**src/rtl/sc_pkg.sv**
```systemverilog
// Shared helpers for the radix counter chain.
//   clog2       : ceiling log2, used to size digit and output buses
//   RADIX_POW   : constant integer power, used for the radical-inverse weights
//   radix_legal : true when a digit base is inside the supported range
//   digits_legal: true when a digit count is inside the supported range
package sc_pkg;

    localparam int RADIX_MIN  = 2;
    localparam int RADIX_MAX  = 16;
    localparam int DIGITS_MIN = 1;
    localparam int DIGITS_MAX = 8;

    // Minimum number of bits to hold values 0..value-1 (at least 0).
    function automatic int clog2(input longint value);
        int     r;
        longint x;
        r = 0;
        x = value - 1;
        while (x > 0) begin
            r = r + 1;
            x = x >> 1;
        end
        return r;
    endfunction

    // r**n evaluated with 64-bit arithmetic so 16**8 does not overflow.
    function automatic longint RADIX_POW(input int r, input int n);
        longint p;
        p = 1;
        for (int i = 0; i < n; i++) begin
            p = p * r;
        end
        return p;
    endfunction

    function automatic bit radix_legal(input int r);
        return (r >= RADIX_MIN) && (r <= RADIX_MAX);
    endfunction

    function automatic bit digits_legal(input int n);
        return (n >= DIGITS_MIN) && (n <= DIGITS_MAX);
    endfunction

endpackage

```
**src/rtl/radix_digit.sv**
```systemverilog
// One base-RADIX digit of the counter chain.
//   clk, reset : rising-edge clock, synchronous active-high reset
//   seed       : value loaded on reset; out-of-range seeds load 0
//   en         : the chain is stepping this cycle
//   dir        : 0 = up, 1 = down
//   cin        : carry (up) or borrow (down) arriving from the lower digit
//   digit      : registered digit value, always below RADIX
//   cout       : combinational carry/borrow to the next digit
module radix_digit
    import sc_pkg::*;
#(
    parameter  int RADIX = 3,
    localparam int DW    = clog2(RADIX)
) (
    input  logic          clk,
    input  logic          reset,
    input  logic [DW-1:0] seed,
    input  logic          en,
    input  logic          dir,
    input  logic          cin,
    output logic [DW-1:0] digit,
    output logic          cout
);

    localparam logic [DW-1:0] DIGIT_TOP = DW'(RADIX - 1);
    localparam logic [DW:0]   RADIX_W   = (DW + 1)'(RADIX);

    logic          at_limit;
    logic          seed_ok;
    logic [DW-1:0] next_digit;

    // The digit rolls over when it sits at the end of its range in the
    // current direction; only then does carry/borrow continue upward.
    always_comb begin
        at_limit   = dir ? (digit == '0) : (digit == DIGIT_TOP);
        cout       = cin & at_limit;
        seed_ok    = ({1'b0, seed} < RADIX_W);
        next_digit = digit;
        if (cin) begin
            if (at_limit) begin
                next_digit = dir ? DIGIT_TOP : '0;
            end else begin
                next_digit = dir ? (digit - DW'(1)) : (digit + DW'(1));
            end
        end
    end

    always_ff @(posedge clk) begin
        if (reset) begin
            digit <= seed_ok ? seed : '0;
        end else if (en) begin
            digit <= next_digit;
        end
    end

endmodule

```
**src/rtl/radix_counter_chain.sv**
```systemverilog
// DIGITS-digit base-RADIX up/down counter with wrap flag and radical inverse.
//   clk, reset : rising-edge clock, synchronous active-high reset
//   seed       : per-digit reset value, digit i at [i*DW +: DW]
//   en         : advance one step this cycle
//   dir        : 0 = count up, 1 = count down
//   digits     : current digit registers, same packing as seed
//   vdc        : digit-reversed value, sum of digit[i]*RADIX^(DIGITS-1-i)
//   wrap       : one-cycle pulse aligned with the digits that just wrapped
module radix_counter_chain
    import sc_pkg::*;
#(
    parameter  int RADIX  = 3,
    parameter  int DIGITS = 4,
    localparam int DW     = clog2(RADIX),
    localparam int VW     = clog2(RADIX_POW(RADIX, DIGITS))
) (
    input  logic                 clk,
    input  logic                 reset,
    input  logic [DIGITS*DW-1:0] seed,
    input  logic                 en,
    input  logic                 dir,
    output logic [DIGITS*DW-1:0] digits,
    output logic [VW-1:0]        vdc,
    output logic                 wrap
);

    if (!radix_legal(RADIX)) begin : g_bad_radix
        $error("radix_counter_chain: RADIX %0d outside supported range", RADIX);
    end
    if (!digits_legal(DIGITS)) begin : g_bad_digits
        $error("radix_counter_chain: DIGITS %0d outside supported range", DIGITS);
    end

    // carry[0] is tied high: every enabled step adds or removes one unit.
    // The carry out of the top digit is the full-period wrap.
    logic [DIGITS:0] carry;
    assign carry[0] = 1'b1;

    for (genvar i = 0; i < DIGITS; i++) begin : g_digit
        radix_digit #(
            .RADIX (RADIX)
        ) u_digit (
            .clk   (clk),
            .reset (reset),
            .seed  (seed[i*DW +: DW]),
            .en    (en),
            .dir   (dir),
            .cin   (carry[i]),
            .digit (digits[i*DW +: DW]),
            .cout  (carry[i+1])
        );
    end

    // The wrap is only meaningful on an enabled edge, so it is gated by en.
    always_ff @(posedge clk) begin
        if (reset) begin
            wrap <= 1'b0;
        end else begin
            wrap <= en & carry[DIGITS];
        end
    end

    // Radical inverse: digit 0 carries the largest weight. Weights are
    // elaboration-time constants, so each product reduces to shifts and adds.
    logic [VW-1:0] vdc_acc;

    always_comb begin
        vdc_acc = '0;
        for (int i = 0; i < DIGITS; i++) begin
            vdc_acc = vdc_acc + VW'(digits[i*DW +: DW]) *
                                VW'(RADIX_POW(RADIX, DIGITS - 1 - i));
        end
        vdc = vdc_acc;
    end

endmodule
```
**config.mk**
```make
export PLATFORM = sky130hd
export DESIGN_NAME = radix_counter_chain
export DESIGN_NICKNAME = d
export VERILOG_FILES = /design/src/rtl/sc_pkg.sv /design/src/rtl/radix_digit.sv /design/src/rtl/radix_counter_chain.sv
export SDC_FILE = /design/constraint.sdc
export NUM_CORES = 1
export LEC_CHECK = 0
export ABC_AREA = 1
export CAP_MARGIN = 20
export CORE_ASPECT_RATIO = 1.75
export CORE_MARGIN = 3
export CORE_UTILIZATION = 45
export DETAILED_ROUTE_END_ITERATION = 8
export GPL_TIMING_DRIVEN = 0
export MAX_ROUTING_LAYER = met4
export PLACE_DENSITY = 0.73
export SYNTH_ARGS = -nofsm -noshare
export SYNTH_HDL_FRONTEND = slang
export SYNTH_HIERARCHICAL = 1
export SYNTH_SLANG_ARGS = --single-unit
```
**constraint.sdc**
```tcl
create_clock -name clk -period 6 [get_ports clk]
set_clock_uncertainty 0.15 [all_clocks]
set_input_delay 1.2 -clock clk [delete_from_list [all_inputs] [get_ports clk]]
set_output_delay 1.2 -clock clk [all_outputs]
set_load 0.01 [all_outputs]
```
==> summary.md, run 1 <==
| Metric | Value |
|---|---|
| Mean number of vias per cell | `4.96` |
| Site Rows | `24` |
| CP top delay family | `adder cells` |
| Clk_lat worst skew | `0.23 ns` |
| Netlist Area Pre-Place | `1190 um2` |
| Final Max Tran Viols | `0` |
| Hold buffer count at cts | `0` |
| Area leader, netlist | `edfxtp_1` |
| Die ar. | `3320 um2` |
| CTS tree | `done` |
| CP cell instances | `inv_1 -> fa_1 -> inv_1 -> fa_1 -> inv_1 -> fa_1 -> inv_1 -> ha_1 -> inv_1 -> fa_1 -> nand3b_1 -> nand2_1 -> xor2_1 -> clkdlybuf4s50_1` |
| DR iter-0 viols | `25` |
| Tmin final | `5.36 ns` |
| Crit path kind | `reg -> out` |
| Worst min path class | `reg -> reg` |
| Ys flop type | `edfxtp_1` |
| Slew margin rel. | `0.621` |
| Initial antenna violation count | `0` |
| Clock Sinks | `9` |
| First-pass GRT wire length | `4110 um` |
| DRC | `0` |
| Hold Fails Final Rpt | `0` |
| Fraction of registers with async set/reset | `0` |
| RSZ-0062 raised after global routing | `false` |
| Reg area | `260 um2` |
| Worst-path clk slew | `0.04 ns` |
| DP Wirelength | `2130 um` |
| Placed inst area | `1500 um2` |
| Final net count | `227` |
| Req. time, crit path | `4.65 ns` |
| Final Setup Violations | `0` |
| Root buffer cell | `clkbuf_8` |
| Overall routed net length | `2420 um` |
| Fillcell total | `241` |
| Die Y | `74.0 um` |
| Post-CTS setup buffer count | `0` |
| Pin count of the biggest net entering global routing | `18` |
| Total Power | `469 uW` |
| Num ports | `28` |
| Gr ovfl total | `0` |
| H-tree depth | `1` |
| Chip width | `44.9 um` |
| Synthesized instance count | `162` |
| Worst Tran Pin Value | `0.567 ns` |
| Post-CTS sizing | `0` |
| Max Cap Viol | `0` |
| Startpoint Class | `register` |
| CP dominant cell by count | `inv_1` |
| Unique masters post-synth | `19` |
| Total GRT Usage | `0.164` |
| Starting density of the core | `0.477` |
| Vias in the first global route | `1080` |
| Slowest stage delay, CP | `0.55 ns` |
| Layout cells sized above 1 | `0.108` |
| Pwr dens | `304 nW/um2` |
| Gp weighted congestion | `0.776` |
| P_leak | `0.794 nW` |
| Fmax | `0.186 GHz` |
| Sequential cell area fraction in the yosys report | `0.219` |
| Final Cell Area | `1540 um2` |
| WP buf/inv | `6` |
| DRT antenna net count | `0` |
| Port Buffers | `27` |
| Number of flops mapped to enable cells by yosys | `8` |
| PnR worst setup slack | `0.636 ns` |
| Cts bufs inserted | `3` |
| Routed len/inst | `11.0 um` |
| Setup TNS | `0 ns` |
| Antenna diode count | `0` |
| Final period utilization | `0.894` |
| Worst-case vdd ir drop | `232 uV` |
| Multi-input logic area | `778 um2` |
| Area added between synthesis and finish | `29.6%` |
| Pre-antenna DRT Iters | `4` |
| Final Util | `0.618` |
| Crit end category | `output pin` |
| Max Root-Sink Buffers | `2` |
| Core area | `2490 um2` |
| Outcome | `finished, final reports clean` |
| Syn avg cell area | `7.34 um2` |
| Arrival @ worst endpoint | `4.01 ns` |
| Vias | `1092` |
| Yosys reg bits | `9` |
| Top-area cell type share of the netlist area | `0.202` |
| Ranking of synthesized cells by area | `edfxtp_1 20%, ha_1 14%, inv_1 13%` |
| Worst-path maximum fanout | `8` |
| Post-Place Setup Slack | `0.842 ns` |
| Yosys warning count | `6` |
| Crit-path slowest cell | `fa_1` |
==> worst reg2reg max path: stages (launching register included) <==
cell,delay (ns)
edfxtp_1,0.56
inv_1,0.11
nand2_1,0.07
and2_4,0.19
nor3_2,0.14
inv_1,0.08
nor3_2,0.18
inv_1,0.07
nor3_2,0.19
inv_1,0.08
nor3_2,0.18
nand2_1,0.07
nor2_1,0.08
==> state kept, by name, summed over array words and instances, names as in the netlist <==
register,cells
g_digit.u_digit/digit,8
wrap,1
==> metal layers <==
metal	share of wire	wire (um)	vias up	track usage
met5	0	0	-	-
met4	0.0062	15	0	0.0554
met3	0.033	80	2	0.0145
met2	0.60	1460	26	0.325
met1	0.36	867	506	0.157
li1	-	-	558	-
==> cells in the mapped netlist (3+ instances only) <==
cell type,number
inv_1,41
nand2_1,32
a21oi_1,14
nor2_1,14
ha_1,13
nand2_2,9
edfxtp_1,8
fa_1,7
nand3_1,6
and2_4,4
nor3_2,4
xor2_1,3
==> layout make-up <==
| class | count | share of cell area |
|---|---|---|
| Clock buffer | 4 | 0.0292 |
| Sequential cell | 9 | 0.169 |
| Inverter | 41 | 0.0999 |
| Multi-Input combinational cell | 113 | 0.505 |
| Tap cell | 26 | 0.0211 |
| Timing Repair Buffer | 27 | 0.175 |
==> cell families after synthesis <==
family                     after synthesis  synth area share
xor gates and xnor gates                 4            0.0295
AOI/OAI and AO/OA                       15            0.0632
adders and majority gates               20             0.255
DFF                                      9             0.219
other                                    1           0.00315
and+or+nand+nor                         72             0.301
buffers and inverters                   41             0.129
==> cell usage in the layout, fill, tap and decap left out, types with 2 or more instances in the layout <==
cell type,synthesis,routed
nand3_1,6,6
conb_1,1,2
fa_1,7,7
nor2_1,14,14
a21oi_1,14,14
edfxtp_1,8,8
xor2_1,3,3
ha_1,13,13
clkbuf_8,0,3
clkdlybuf4s50_1,0,27
nand2_2,9,9
nand2_1,32,32
and2_4,4,4
nor3_2,4,4
inv_1,41,41
==> per-stage QoR <==
step,hold slack (ns),std cells
detailed placement,0.523,216
CTS,0.538,220
floorplan,0.488,163
finish,0.531,220
global placement,0.499,216
global route,0.577,220
==> where the power goes <==
| part | switching (mW) | internal (mW) |
|---|---|---|
| Clock | 0.0229 | 0.0462 |
| Combinational | 0.146 | 0.167 |
| Sequential | 0.0112 | 0.0757 |
| Total | 0.180 | 0.289 |
==> path summary, 6_finish.rpt <==
check | cells after the start | endpoint | slack (ns) | startpoint
min | 3 | wrap$_SDFF_PP0_ | 0.53 | g_digit[3].u_digit/digit[0]$_DFFE_PP_
max reg2reg | 12 | wrap$_SDFF_PP0_ | 3.80 | g_digit[0].u_digit/digit[1]$_DFFE_PP_
min reg2reg | 3 | wrap$_SDFF_PP0_ | 0.53 | g_digit[3].u_digit/digit[0]$_DFFE_PP_
max | 14 | vdc[5] | 0.64 | g_digit[0].u_digit/digit[0]$_DFFE_PP_
(Power assumes the default switching activity.)
==> inputs of run 2 (changes only) <==
--- a/config.mk
+++ b/config.mk
@@ -6,7 +6,7 @@
 export NUM_CORES = 1
 export LEC_CHECK = 0
 export ABC_AREA = 1
-export CAP_MARGIN = 20
+export CAP_MARGIN = 0
 export CORE_ASPECT_RATIO = 1.75
 export CORE_MARGIN = 3
 export CORE_UTILIZATION = 45
==> results of run 2 <==
Final layout, timing and power as in run 1 (identical DEF).
==> RTL change 1 (config.mk and constraints of run 1) <==
Add an input register stage for `seed`, `en` and `dir`; this delays them by one clock. Comments in the files are not updated.
--- a/src/rtl/radix_counter_chain.sv
+++ b/src/rtl/radix_counter_chain.sv
@@ -24,6 +24,16 @@
     output logic                 wrap
 );
 
+    logic [DIGITS*DW-1:0] seed_q;
+    logic en_q;
+    logic dir_q;
+
+    always_ff @(posedge clk) begin
+        seed_q <= seed;
+        en_q   <= en;
+        dir_q  <= dir;
+    end
+
     if (!radix_legal(RADIX)) begin : g_bad_radix
         $error("radix_counter_chain: RADIX %0d outside supported range", RADIX);
     end
@@ -42,9 +52,9 @@
         ) u_digit (
             .clk   (clk),
             .reset (reset),
-            .seed  (seed[i*DW +: DW]),
-            .en    (en),
-            .dir   (dir),
+            .seed  (seed_q[i*DW +: DW]),
+            .en    (en_q),
+            .dir   (dir_q),
             .cin   (carry[i]),
             .digit (digits[i*DW +: DW]),
             .cout  (carry[i+1])
@@ -56,7 +66,7 @@
         if (reset) begin
             wrap <= 1'b0;
         end else begin
-            wrap <= en & carry[DIGITS];
+            wrap <= en_q & carry[DIGITS];
         end
     end
 
Check against the original RTL: not equivalent (a bounded check fails within 4 cycles, from zero or initial values and one cycle with reset high).
==> RTL change 1 against run 1 <==
  * Register-to-register slack got worse by 0.02 ns
  * Power rose by 19%
  * Setup slack got worse by 0.086 ns
  * Sequential cell count rose by 10
  * First-iteration DRC count fell by 8.0%
  * Non-clock buffer count did not move
  * Sequential share of layout area rose by 9.5 points
  * Worst hold slack got worse by 0.16 ns
  * Synthesized area rose by 17%
  * Wire length rose by 10%
  * Final area rose by 13%
  * Largest power group unchanged
  * Highest routed layer unchanged
==> RTL change 1: results <==
export IMPL_drive_gt1_share_pct=10.8
export IMPL_via_per_inst=4.99
export IMPL_layout_cells_non_filler=232
export IMPL_ys_warn_count=6
export IMPL_syn_area_per_cell_um2=8.09
export IMPL_path_max_fanout=8
export IMPL_clk_latency_ns=0.25
export IMPL_async_flop_share_pct=0
export IMPL_route_met2_wl_um=1520
export IMPL_slew_violations=0
export IMPL_top_layer_used="met4"
export IMPL_use_met3_pct=1.81
export IMPL_gr_usage_met2_pct=30.6
export IMPL_placed_cell_area_um2=1700
export IMPL_rr_endpoint="g_digit[3].u_digit/digit[1]$_DFFE_PP_"
export IMPL_synth_common_cells="inv_1, nand2_1, a21oi_1, nor2_1, ha_1"
export IMPL_avgRoutedWirePerCell_um=11.5
export IMPL_nNetsFinal=237
export IMPL_hold_viol_final=0
export IMPL_slowest_delay_ns=0.55
export IMPL_grt_first_pass_wirelength_um=4580
export IMPL_fin_ws_ns=0.550
export IMPL_portBuffers=27
export IMPL_tightest_slew_ns=0.594
export IMPL_first_global_vias=1198
export IMPL_wl_met3_um=107
export IMPL_power_leakage_nw=0.879
export IMPL_nFillCells=273
export IMPL_synth_cell_types=19
export IMPL_drtPass1Iterations=4
export IMPL_crit_path_end="vdc[5]"
export IMPL_clk_pin_slew_worst_paths_ns=0.07
export IMPL_met1_length_um=958
export IMPL_status="completed"
export IMPL_min_delay_start="en_q$_DFF_P_"
export IMPL_synth_edf_count=8
export IMPL_synth_ff_type="dfxtp_1"
export IMPL_rr_worst_depth=10
export IMPL_worstPathArrival_ns=4.10
export IMPL_synth_seq_area_share_pct=33.1
export IMPL_dp_hpwl_um=2230
export IMPL_cts_buffers=3
export IMPL_drtIter0Drc=23
export IMPL_hold_slack_ns=0.370
export IMPL_cts_setup_buffers=0
export IMPL_place_congestion=0.822
export IMPL_grt_max_degree=18
export IMPL_use_met1_pct=15.5
export IMPL_grt_usage_pct=16.9
export IMPL_hold_depth=2
export IMPL_rrSetupSlack_ns=3.78
export IMPL_hp_class="reg2reg"
export IMPL_place_ws_ns=0.797
export IMPL_ys_top_cells_by_area="edfxtp_1, dfxtp_1, ha_1"
export IMPL_ir_drop_mv=0.247
export IMPL_reg_top3="g_digit.u_digit/digit: 8 flops, seed_q: 8 flops"
export IMPL_ctsResizeCount=0
export IMPL_cts_htree_levels=1
[RTL change 1: changes by cell type in the layout (fill, tap and decap cells not counted), sizes merged]
cell and delta:
dfxtp +10
[RTL change 1: where the power goes]
part / internal [mW] / switching (mW) / total (mW)
clock network: 0.0471 / 0.0393 / 0.0865
registers: 0.145 / 0.0142 / 0.160
logic: 0.166 / 0.146 / 0.312
total: 0.358 / 0.199 / 0.558
[RTL change 1: cell families after synthesis]
group	share of synthesized area (%)
buf+inv	11.1
simple gates	25.9
flops	33.1
compound gates	5.40
other cells	0.270
xor+xnor	2.52
fa+ha+maj	21.8
[RTL change 1: final cells by class]
type / count / area [um2] / share of cell area (%)
Sequential cell: 19 / 460 / 26.4
Tap cell: 28 / 35.0 / 2.01
Multi-Input combinational cell: 113 / 781 / 44.7
Timing Repair Buffer: 27 / 270 / 15.5
Clock buffer: 4 / 45.0 / 2.58
Inverter: 41 / 154 / 8.82
==> RTL change 2 (config.mk and constraints of run 1) <==
Made on the original files. `DIGITS`: 4 -> 8.
--- a/src/rtl/radix_counter_chain.sv
+++ b/src/rtl/radix_counter_chain.sv
@@ -10,7 +10,7 @@
     import sc_pkg::*;
 #(
     parameter  int RADIX  = 3,
-    parameter  int DIGITS = 4,
+    parameter  int DIGITS = 8,
     localparam int DW     = clog2(RADIX),
     localparam int VW     = clog2(RADIX_POW(RADIX, DIGITS))
 ) (
Ports: changed (resized digits, seed and vdc); port bits go from 28 to 50. No check against the original RTL was run, so the function may have changed too.
==> RTL change 2 against run 1 <==
  * Maximum frequency down 8.7%
  * Wire length increased to 3.1 times the old value
  * Critical endpoint is now vdc[8]
  * Final area rose to 2.9 times the old value
  * Cell count rose to 2.8 times the old value
  * Setup slack lost 0.51 ns
  * Synthesized area rose to 2.8 times the old value
  * Synthesized cell count increased to 2.7 times the old value
  * Sequential cell count is 8 higher
  * First-iteration DRC count grew to 2.8 times the old value
Power is not shown: default switching activity piles up to over one toggle a cycle in this logic, so the estimate is an artifact.
==> RTL change 2: results <==
export IMPL_crit_path_end="vdc[8]"
export IMPL_worst_path_max_delay_cell="fa_2"
export IMPL_async_flop_share_pct=0
export IMPL_synth_mux_area_share_pct=0
export IMPL_synth_common_cells="inv_1, nand2_1, ha_1"
export IMPL_clock_root_buffer="clkbuf_16"
export IMPL_antenna_found_initial=0
export IMPL_placed_cell_area_um2=3960
export IMPL_tightest_slew_ns=0.858
export IMPL_dp_hpwl_um=5910
export IMPL_via_per_inst=4.87
export IMPL_hold_slack_ns=0.489
export IMPL_grt_usage_pct=18.4
export IMPL_drtIter0Drc=70
export IMPL_top_layer_used="met4"
export IMPL_holdPathEnd="wrap$_SDFF_PP0_"
export IMPL_drtPass1Iterations=4
export IMPL_synth_seq_area_share_pct=14.9
export IMPL_wl_met3_um=154
export IMPL_dp_cells=572
export IMPL_synth_xor_area_share_pct=1.57
export IMPL_status="completed"
export IMPL_ys_warn_count=6
export IMPL_route_met2_wl_um=4480
export IMPL_reg_top3="g_digit.u_digit/digit: 16 flops, wrap: 1 flops"
export IMPL_drive_gt1_share_pct=21.8
export IMPL_worstReg2RegStart="g_digit[0].u_digit/digit[1]$_DFFE_PP_"
export IMPL_nNetsFinal=633
export IMPL_synth_fa_ha_area_share_pct=40.8
export IMPL_rrSetupSlack_ns=2.73
export IMPL_min_delay_start="g_digit[7].u_digit/digit[0]$_DFFE_PP_"
export IMPL_synth_ff_type="edfxtp_1"
export IMPL_synthCells=436
export IMPL_use_met3_pct=1.16
export IMPL_met1_length_um=2810
export IMPL_slowest_delay_ns=0.58
export IMPL_grt_first_pass_wirelength_um=12600
export IMPL_fin_crit_sh_pct=98.0
export IMPL_place_ws_ns=-0.460
export IMPL_synth_compound_area_share_pct=4.70
export IMPL_worstPathArrival_ns=4.53
export IMPL_place_congestion=0.842
export IMPL_ys_top_cells_by_area="ha_1, fa_1, edfxtp_1"
export IMPL_path_max_fanout=6
export IMPL_gr_usage_met2_pct=36.4
export IMPL_cts_buffer_depth=2
export IMPL_cpLargestDelayFamily="adder cells"
export IMPL_clk_pin_slew_worst_paths_ns=0.05
export IMPL_avgRoutedWirePerCell_um=12.4
export IMPL_rr_endpoint="g_digit[7].u_digit/digit[1]$_DFFE_PP_"
export IMPL_grt_max_degree=34
export IMPL_synth_edf_count=16
export IMPL_nFillCells=628
export IMPL_portBuffers=49
export IMPL_use_met1_pct=19.0
export IMPL_clk_latency_ns=0.25
export IMPL_rr_worst_depth=19
export IMPL_vias=2965
export IMPL_critPathLaunch="g_digit[6].u_digit/digit[0]$_DFFE_PP_"
-- RTL change 2: cell count changes after synthesis, moves of 2 or more --
cell / change
inv_1: +69
nand2_1: +59
ha_1: +42
fa_1: +27
nor2_1: +20
a21oi_1: +16
nand3_1: +13
edfxtp_1: +8
nand2_2: +7
and2_4: +4
nor3_2: +4
nand4_1: +2
-- RTL change 2: timing repair --
action | CTS | global route
endpoints found under the setup margin | 11 | 9
resized for setup | 39 | 34
hold buffers | 0 | 0
setup buffers | 21 | 11
pin swaps | 7 | 26
-- RTL change 2: final cells by class --
class	instances	area (um2)	area share, %
Clock buffer	3	75.1	1.68
Clock inverter	1	5.00	0.112
Inverter	110	417	9.33
Multi-Input combinational cell	310	2630	59.0
Sequential cell	17	500	11.2
Tap cell	86	108	2.41
Timing Repair Buffer	82	728	16.3
